===== src/rtl/cache_mem_arbiter.sv =====
`default_nettype none
// ============================================================================
//  Module      : cache_mem_arbiter
//  Description : Round-robin arbiter that serialises icache/dcache line fills
//                and write-backs onto one 128-bit memory port.
//  Revision    : 1.0  initial release
// ============================================================================
module cache_mem_arbiter #(
    parameter int ADDR_W = 32,
    parameter int DATA_W = 128,
    parameter int BE_W   = 16
) (
    input  logic              clk,
    input  logic              rst,
    input  logic [ADDR_W-1:0] i_inst_addr,
    input  logic [BE_W-1:0]   i_inst_byte_en,
    input  logic [DATA_W-1:0] i_inst_writedata,
    input  logic              i_inst_read,
    input  logic              i_inst_write,
    output logic [DATA_W-1:0] o_inst_readdata,
    output logic              o_inst_readdata_valid,
    output logic              o_inst_waitrequest,
    input  logic [ADDR_W-1:0] i_data_addr,
    input  logic [BE_W-1:0]   i_data_byte_en,
    input  logic [DATA_W-1:0] i_data_writedata,
    input  logic              i_data_read,
    input  logic              i_data_write,
    output logic [DATA_W-1:0] o_data_readdata,
    output logic              o_data_readdata_valid,
    output logic              o_data_waitrequest,
    output logic [ADDR_W-1:0] o_mem_addr,
    output logic [BE_W-1:0]   o_mem_byte_en,
    output logic [DATA_W-1:0] o_mem_writedata,
    output logic              o_mem_read,
    output logic              o_mem_write,
    input  logic [DATA_W-1:0] i_mem_readdata,
    input  logic              i_mem_readdata_valid,
    input  logic              i_mem_waitrequest
);

    typedef enum logic [1:0] {
        S_IDLE    = 2'd0,
        S_WR      = 2'd1,
        S_RD_REQ  = 2'd2,
        S_RD_WAIT = 2'd3
    } state_t;

    localparam logic c_INST = 1'b0;
    localparam logic c_DATA = 1'b1;

    state_t            r_state;
    state_t            w_state_next;
    logic              r_last_grant;
    logic              r_owner;
    logic [ADDR_W-1:0] r_mem_addr;
    logic [BE_W-1:0]   r_mem_byte_en;
    logic [DATA_W-1:0] r_mem_writedata;
    logic [DATA_W-1:0] r_inst_readdata;
    logic [DATA_W-1:0] r_data_readdata;
    logic              r_inst_valid;
    logic              r_data_valid;

    logic              w_inst_req;
    logic              w_data_req;
    logic              w_accept;
    logic              w_winner;
    logic              w_win_write;
    logic              w_rsp;

    assign w_inst_req  = i_inst_read | i_inst_write;
    assign w_data_req  = i_data_read | i_data_write;
    // Write wins over read when a master raises both.
    assign w_win_write = (w_winner == c_DATA) ? i_data_write : i_inst_write;
    assign w_rsp       = (r_state == S_RD_WAIT) & i_mem_readdata_valid;

    always_comb begin
        w_accept = 1'b0;
        w_winner = c_INST;
        if (r_state == S_IDLE) begin
            if (w_inst_req && (!w_data_req || r_last_grant == c_DATA)) begin
                w_accept = 1'b1;
                w_winner = c_INST;
            end else if (w_data_req) begin
                w_accept = 1'b1;
                w_winner = c_DATA;
            end
        end
    end

    always_comb begin
        w_state_next = r_state;
        case (r_state)
            S_IDLE:    if (w_accept) w_state_next = w_win_write ? S_WR : S_RD_REQ;
            S_WR:      if (!i_mem_waitrequest) w_state_next = S_IDLE;
            S_RD_REQ:  if (!i_mem_waitrequest) w_state_next = S_RD_WAIT;
            S_RD_WAIT: if (i_mem_readdata_valid) w_state_next = S_IDLE;
            default:   w_state_next = S_IDLE;
        endcase
    end

    always_ff @(posedge clk or posedge rst) begin
        if (rst) r_state <= S_IDLE;
        else     r_state <= w_state_next;
    end

    always_ff @(posedge clk or posedge rst) begin
        if (rst) begin
            r_last_grant    <= c_DATA;
            r_owner         <= c_INST;
            r_mem_addr      <= '0;
            r_mem_byte_en   <= '0;
            r_mem_writedata <= '0;
            r_inst_readdata <= '0;
            r_data_readdata <= '0;
            r_inst_valid    <= 1'b0;
            r_data_valid    <= 1'b0;
        end else begin
            r_inst_valid <= w_rsp & (r_owner == c_INST);
            r_data_valid <= w_rsp & (r_owner == c_DATA);
            if (w_rsp && r_owner == c_INST) r_inst_readdata <= i_mem_readdata;
            if (w_rsp && r_owner == c_DATA) r_data_readdata <= i_mem_readdata;
            if (w_accept) begin
                r_last_grant    <= w_winner;
                r_owner         <= w_winner;
                r_mem_addr      <= (w_winner == c_DATA) ? i_data_addr      : i_inst_addr;
                r_mem_byte_en   <= (w_winner == c_DATA) ? i_data_byte_en   : i_inst_byte_en;
                r_mem_writedata <= (w_winner == c_DATA) ? i_data_writedata : i_inst_writedata;
            end
        end
    end

    // Command strobes decode the state register so they fall with rst.
    assign o_mem_read            = (r_state == S_RD_REQ);
    assign o_mem_write           = (r_state == S_WR);
    assign o_mem_addr            = r_mem_addr;
    assign o_mem_byte_en         = r_mem_byte_en;
    assign o_mem_writedata       = r_mem_writedata;
    assign o_inst_readdata       = r_inst_readdata;
    assign o_data_readdata       = r_data_readdata;
    assign o_inst_readdata_valid = r_inst_valid;
    assign o_data_readdata_valid = r_data_valid;
    assign o_inst_waitrequest    = rst | ~(w_accept & (w_winner == c_INST));
    assign o_data_waitrequest    = rst | ~(w_accept & (w_winner == c_DATA));

endmodule
`default_nettype wire


===== config.mk =====
export PLATFORM = sky130hd
export DESIGN_NAME = cache_mem_arbiter
export DESIGN_NICKNAME = d
export VERILOG_FILES = /design/src/rtl/cache_mem_arbiter.sv
export SDC_FILE = /design/constraint.sdc
export NUM_CORES = 1
export LEC_CHECK = 0
export BUFFER_PORTS_ARGS = -buffer_cell sky130_fd_sc_hd__buf_4
export CORE_AREA = 2 2 362 364
export CTS_BUF_LIST = sky130_fd_sc_hd__clkbuf_16
export CTS_CLUSTER_DIAMETER = 150
export DETAILED_ROUTE_END_ITERATION = 8
export DIE_AREA = 0 0 364 366
export PLACE_DENSITY_LB_ADDON = 0.3
export SLEW_MARGIN = 0
export SYNTH_ARGS = -nofsm -noshare
export SYNTH_HDL_FRONTEND = slang
export SYNTH_SLANG_ARGS = --single-unit

===== constraint.sdc =====
create_clock -name clk -period 19.2 [get_ports clk]
set_clock_uncertainty 0.2 [all_clocks]
set_input_delay 1.92 -clock clk [delete_from_list [all_inputs] [get_ports clk]]
set_output_delay 1.92 -clock clk [all_outputs]
set_load 0.02 [all_outputs]

# After elaboration in Yosys (flattened, before gate mapping)
# Cells that the tools add are included.
dict set report totals {
  register_bits 438
  latch_bits 0
  ramBits 0
  mem_bits_ro 0
  in_bits 488
  output_inout_bits 438
  word_cells 52
  n_memories 0
}
dict set report classes {
  n_addsub 0
  multipliers 0
  div 0
  n_lt_le_gt_ge 0
  eq_ne 7
  shift 0
  n_mux 15
  bitwise_logic 13
  reduce_logical 7
}
# cell n
set op_table {}
lappend op_table {{two-way mux 128 bit} 1}
lappend op_table {{two-way mux 32 bit} 1}
lappend op_table {{two-way mux 16 bit} 1}
lappend op_table {{two-way mux 2 bit} 5}
lappend op_table {{inequality test 2 bit (second input constant)} 4}
lappend op_table {{case mux 2 bit (4 select lines)} 1}
lappend op_table {{two-way mux 1 bit} 6}
lappend op_table {{AND 1 bit} 5}
lappend op_table {{equality test 2 bit (second input constant)} 2}
lappend op_table {{NOT 1 bit} 4}
lappend op_table {{bitwise OR 1 bit} 4}
lappend op_table {{AND reduction 4 bit} 1}
lappend op_table {{logical AND 1 bit} 3}
lappend op_table {{equality test 2 x 1 -> 1 bit (second input constant)} 1}
lappend op_table {{logical NOT 2 bit} 1}
lappend op_table {{logical NOT 1 bit} 1}
lappend op_table {{logical OR 1 bit} 1}

# Logic depth before layout (Yosys ltp)
dict set report depth {
  ltp_word 10
  ltp_mapped 8
}

# Worst setup path after synthesis
# OpenSTA, ideal clock, no wires.
dict set report synth_timing {
  kind {input -> output}
  startpoint {input rst}
  endpoint {output o_data_waitrequest}
  t_arrival_ps 12716
  path_slack_ps 4364
  cell_stages 2
  path_buffers 0
  cell_sequence {inv_1 -> nand2_1}
}
dict set report synth_via {
  elab_chain_len 1
}
# item line_no
set synth_rtl {}
lappend synth_rtl {{from (decl)} 14} ;# input logic rst,
lappend synth_rtl {{bitwise OR 1 bit} 143} ;# assign o_data_waitrequest = rst | ~(w_accept & (w_winner == c_DATA));
lappend synth_rtl {{to (decl)} 30} ;# output logic o_data_waitrequest,
# Every way passes these cells.

# Worst setup path in the final report
dict set report layout_timing {
  startpoint {input i_data_write}
  endpoint {output o_inst_waitrequest}
}
dict set report layout_via {
  elab_chain_len 10
  word_cells_on_any_way 13
  cone_classes {mux (5); bitwise (5); reduce/logical (3)}
}
# item line_no
set layout_rtl {}
lappend layout_rtl {{from (decl)} 27} ;# input logic i_data_write,
lappend layout_rtl {{bitwise OR 1 bit (*)} 71} ;# assign w_data_req = i_data_read | i_data_write;
lappend layout_rtl {{logical NOT 1 bit} 80} ;# if (w_inst_req && (!w_data_req || r_last_grant == c_DATA)) begin
lappend layout_rtl {{logical OR 1 bit} 80}
lappend layout_rtl {{logical AND 1 bit} 80}
lappend layout_rtl {{two-way mux 1 bit} 80}
lappend layout_rtl {{two-way mux 1 bit} 79} ;# if (r_state == S_IDLE) begin
lappend layout_rtl {{NOT 1 bit} 142} ;# assign o_inst_waitrequest = rst | ~(w_accept & (w_winner == c_INST));
lappend layout_rtl {{AND 1 bit (*)} 142}
lappend layout_rtl {{NOT 1 bit (*)} 142}
lappend layout_rtl {{bitwise OR 1 bit (*)} 142}
lappend layout_rtl {{to (decl)} 22} ;# output logic o_inst_waitrequest,
# Mark *: on every way between the ends. The rest lies on a longest branch, timed or not.

==> parameters.txt <==
Parameter                              Value

Layout
  Number of inserted filler cells in the final layout ... 13900
  Post-layout instance count excluding filler cells ... 3954
  Share of final-layout standard cells stronger than drive strength 1 ... 58.8%
  Area added between synthesis and finish ... 58.4%
  Number of nets in the layout ... 2652
  Commonest cells after routing, fill and taps aside ... 945 x sky130_fd_sc_hd__buf_4, 437 x sky130_fd_sc_hd__dfrtp_1, 257 x sky130_fd_sc_hd__mux2_2, 136 x sky130_fd_sc_hd__a21boi_0, 136 x sky130_fd_sc_hd__a221o_1
  Most common library cell in the layout ignoring fill and taps ... sky130_fd_sc_hd__buf_4

CTS
  Clock latency at the later pin of the worst-skew pair ... 620 ps
  Post-CTS Resized ... 0
  Maximum buffer depth of the clock tree ... 3
  Number of CTS-inserted buffers ... 55
  Clock tree from TritonCTS ... built
  Clk root buf ... sky130_fd_sc_hd__clkbuf_16
  Number of hold-repair buffers added at the cts stage ... 0
  Clock transition time at the flip-flop clock pins of the worst setup and hold paths ... 60 ps
  Setup bufs post-CTS ... 0
  Number of clock sinks seen by CTS ... 438
  Number of levels the H-tree was split into ... 2

Floorplan
  Height of the chip ... 366 microns
  Die Wd ... 364 microns
  Placeable Area ... 0.129 sq mm
  Starting Density ... 14.0%
  Std cell rows ... 132
  Number of top-level design ports ... 926
  Die area ... 0.133 sq mm

Power and ir drop
  Pwr Density ... 188 mW/mm^2
  Pleak ... 0.0130 uW
  Max VDD drop ... 0.0698 mV

Yosys
  Gate Count Post-Synth ... 1290
  Syn_nets ... 1778
  Post-synth design cell area ... 0.0181 sq mm
  Total of flip-flops plus latches after synthesis ... 438
  Dominant synthesized flop cell ... sky130_fd_sc_hd__dfrtp_1
  Number of distinct library cells after synthesis ... 34
  Synth Area per Inst ... 14.0 sq um
  Yosys Warn Count ... 0
  Sequential fraction of the synthesis area ... 60.7%
  Post-synth EDFFs ... 0
  Ys async rst share ... 100%

Route
  Routed vias ... 15500
  Initial drt markers ... 879
  Routed len/inst ... 24.0 microns
  Via count normalized by instance count ... 3.91
  DR pass1 iterations ... 5
  Number of remaining DRC errors ... 0
  Post-detailed-routing wire length ... 95.1 mm
  Antenna viol nets, final ... 0

Critical path
  Terminus of the critical flop-to-flop path ... o_mem_writedata[91]
  Worst endpoint data arrival time ... 4030 ps
  Series of cell instances along the critical path ... buf_4 -> or2_2 -> a211oi_4 -> nand2_1 -> buf_4
  Worst setup path category ... primary input to primary output
  Register-to-Register Setup Slack ... 15020 ps
  Delay of the slowest cell on the worst path ... 950 ps
  Required @ worst endpoint ... 17080 ps
  Crit-path most repeated cell ... sky130_fd_sc_hd__buf_4
  Reg-to-Reg Start ... r_state[0]
  Number of cells on the worst reg-to-reg path ... 6
  Type of element capturing the critical path ... primary output
  Largest fanout of any net on the critical path ... 41
  Startpoint type of the worst setup path ... primary input
  Critical Path Slowest Stage Cell ... sky130_fd_sc_hd__a211oi_4

STA
  RSZ-0062 raised after global routing ... false
  Number of pins exceeding their max-slew limit in the final report ... 0
  Final Cycle Share ... 32.1%
  Final Setup Violations ... 0
  Final setup TNS ... 0 ps
  Final hold violation count ... 0
  Max Fclk ... 162 MHz
  Fin crit period ... 6150 ps
  Post-Route Hold Slack ... 300 ps
  Transition at the pin with the smallest max-transition slack ... 1150 ps
  Max_slew headroom ... 23.6%

Place
  Number of I/O port buffers ... 925
  Inst Count DP ... 3849
  Detailed-placement wirelength estimate ... 73.9 mm
  RePlAce Congestion ... 0.848

Worst hold path
  Hold path endpoint ... r_owner
  Startpoint of the tightest hold check path ... r_owner
  Class of the worst hold path ... flop to flop
  Cell depth of the worst hold path ... 1

Global route
  Wire length of the first global-routing pass ... 131 mm
  Overflow after GRT ... 0
  Number of antenna violations at the first check in global routing ... 25
  Pin count of the biggest net entering global routing ... 129
  Number of global-route vias before repair ... 15900
  Total GRT Usage ... 13.7%

Job
  Number of maximum-capacitance constraint violations ... 0

Status
  Result of the run ... finished clean
area by class of cell:
class	count	area, sq um	share of cell area [%]
Multi-Input combinational cell	720	6520	22.8
Sequential cell	438	11000	38.3
Inverter	3	21.3	0.0743
Timing Repair Buffer	946	7110	24.9
Tap cell	1742	2180	7.62
Clock buffer	56	1400	4.90
Clock inverter	44	407	1.42
Antenna cell	5	12.5	0.0437
state kept, by name, indices dropped and copies added, names as in the netlist:
| signal | cells |
|---|---|
| o_data_readdata | 128 |
| o_mem_writedata | 128 |
| r_owner | 1 |
| o_mem_byte_en | 16 |
| r_last_grant | 1 |
| o_inst_readdata | 128 |
| o_inst_readdata_valid | 1 |
| o_data_readdata_valid | 1 |
| r_state | 2 |
| o_mem_addr | 32 |
synth_stat cells (2+ instances only):
cell	count	share of area [%]
sky130_fd_sc_hd__mux2_2	257	16
sky130_fd_sc_hd__buf_2	50	1.4
sky130_fd_sc_hd__nor2_1	4	0.083
sky130_fd_sc_hd__nand4_1	41	1.4
sky130_fd_sc_hd__a31oi_1	40	1.4
sky130_fd_sc_hd__a21o_1	3	0.12
sky130_fd_sc_hd__buf_6	5	0.31
sky130_fd_sc_hd__buf_4	8	0.33
sky130_fd_sc_hd__inv_1	2	0.042
sky130_fd_sc_hd__a21boi_0	136	5.6
sky130_fd_sc_hd__clkbuf_2	8	0.22
sky130_fd_sc_hd__clkbuf_1	55	1.1
sky130_fd_sc_hd__a21oi_1	40	1.1
sky130_fd_sc_hd__o31ai_1	41	1.7
sky130_fd_sc_hd__or2_1	2	0.069
sky130_fd_sc_hd__dfrtp_1	437	61
sky130_fd_sc_hd__nand2_1	6	0.12
sky130_fd_sc_hd__a221o_1	136	7.5
sky130_fd_sc_hd__buf_1	3	0.062
sky130_fd_sc_hd__nor2b_1	2	0.069
how the worst max path moves through the flow:
stage | from | end | slack, ps | depth (start not counted)
after floorplan | rst | o_data_waitrequest | 4360 | 2
after global placement | i_data_write | o_inst_waitrequest | 13020 | 5
after detailed placement | i_data_write | o_inst_waitrequest | 13080 | 5
after CTS | i_data_write | o_inst_waitrequest | 13080 | 5
after global routing | i_data_write | o_inst_waitrequest | 12970 | 5
final | i_data_write | o_inst_waitrequest | 13050 | 5
metrics by stage:
| stage | util (%) | total power, uW | cell area, sq um | setup WS (ps) |
|---|---|---|---|---|
| 2_1_floorplan | - | 3030 | 18100 | 4360 |
| 3_3_place_gp | 20.8 | 4370 | 26800 | 13020 |
| 3_5_place_dp | 20.8 | 4390 | 26800 | 13080 |
| 4_1_cts | 22.2 | 5490 | 28600 | 13080 |
| 5_1_grt | 22.2 | 5680 | 28600 | 12970 |
| 6_report | 22.2 | 5380 | 28600 | 13050 |
routing by layer:
layer / up-vias / routed length (microns) / global-route usage, %
li1: 6743 / - / -
met1: 7865 / 38300 / 16.8
met2: 723 / 46700 / 23.2
met3: 104 / 8240 / 4.59
met4: 24 / 1660 / 2.82
met5: - / 155 / 0
kinds of logic (layout without fill, tap and decap cells):
group                  after synthesis  in the layout  share of synthesized area, %
AO/OA/AOI/OAI                      402            402                          17.8
buffers and inverters              132           1049                          3.52
flip-flops                         438            438                          60.7
multiplexers                       257            257                          16.0
other                                0              5                             0
AND/OR/NAND/NOR                     61             61                          2.03
where the power goes:
part / leakage [uW] / switching (uW) / internal, uW
clock network: 0.000910 / 439 / 621
logic: 0.00679 / 1510 / 1140
registers: 0.00527 / 276 / 1390
critical path: cells and delay by family:
family                 cells  cell delay (ps)
AOI/OAI and AO/OA          1              950
buffers and inverters      2              350
and+or+nand+nor            2              790
(Power assumes the default switching activity.)
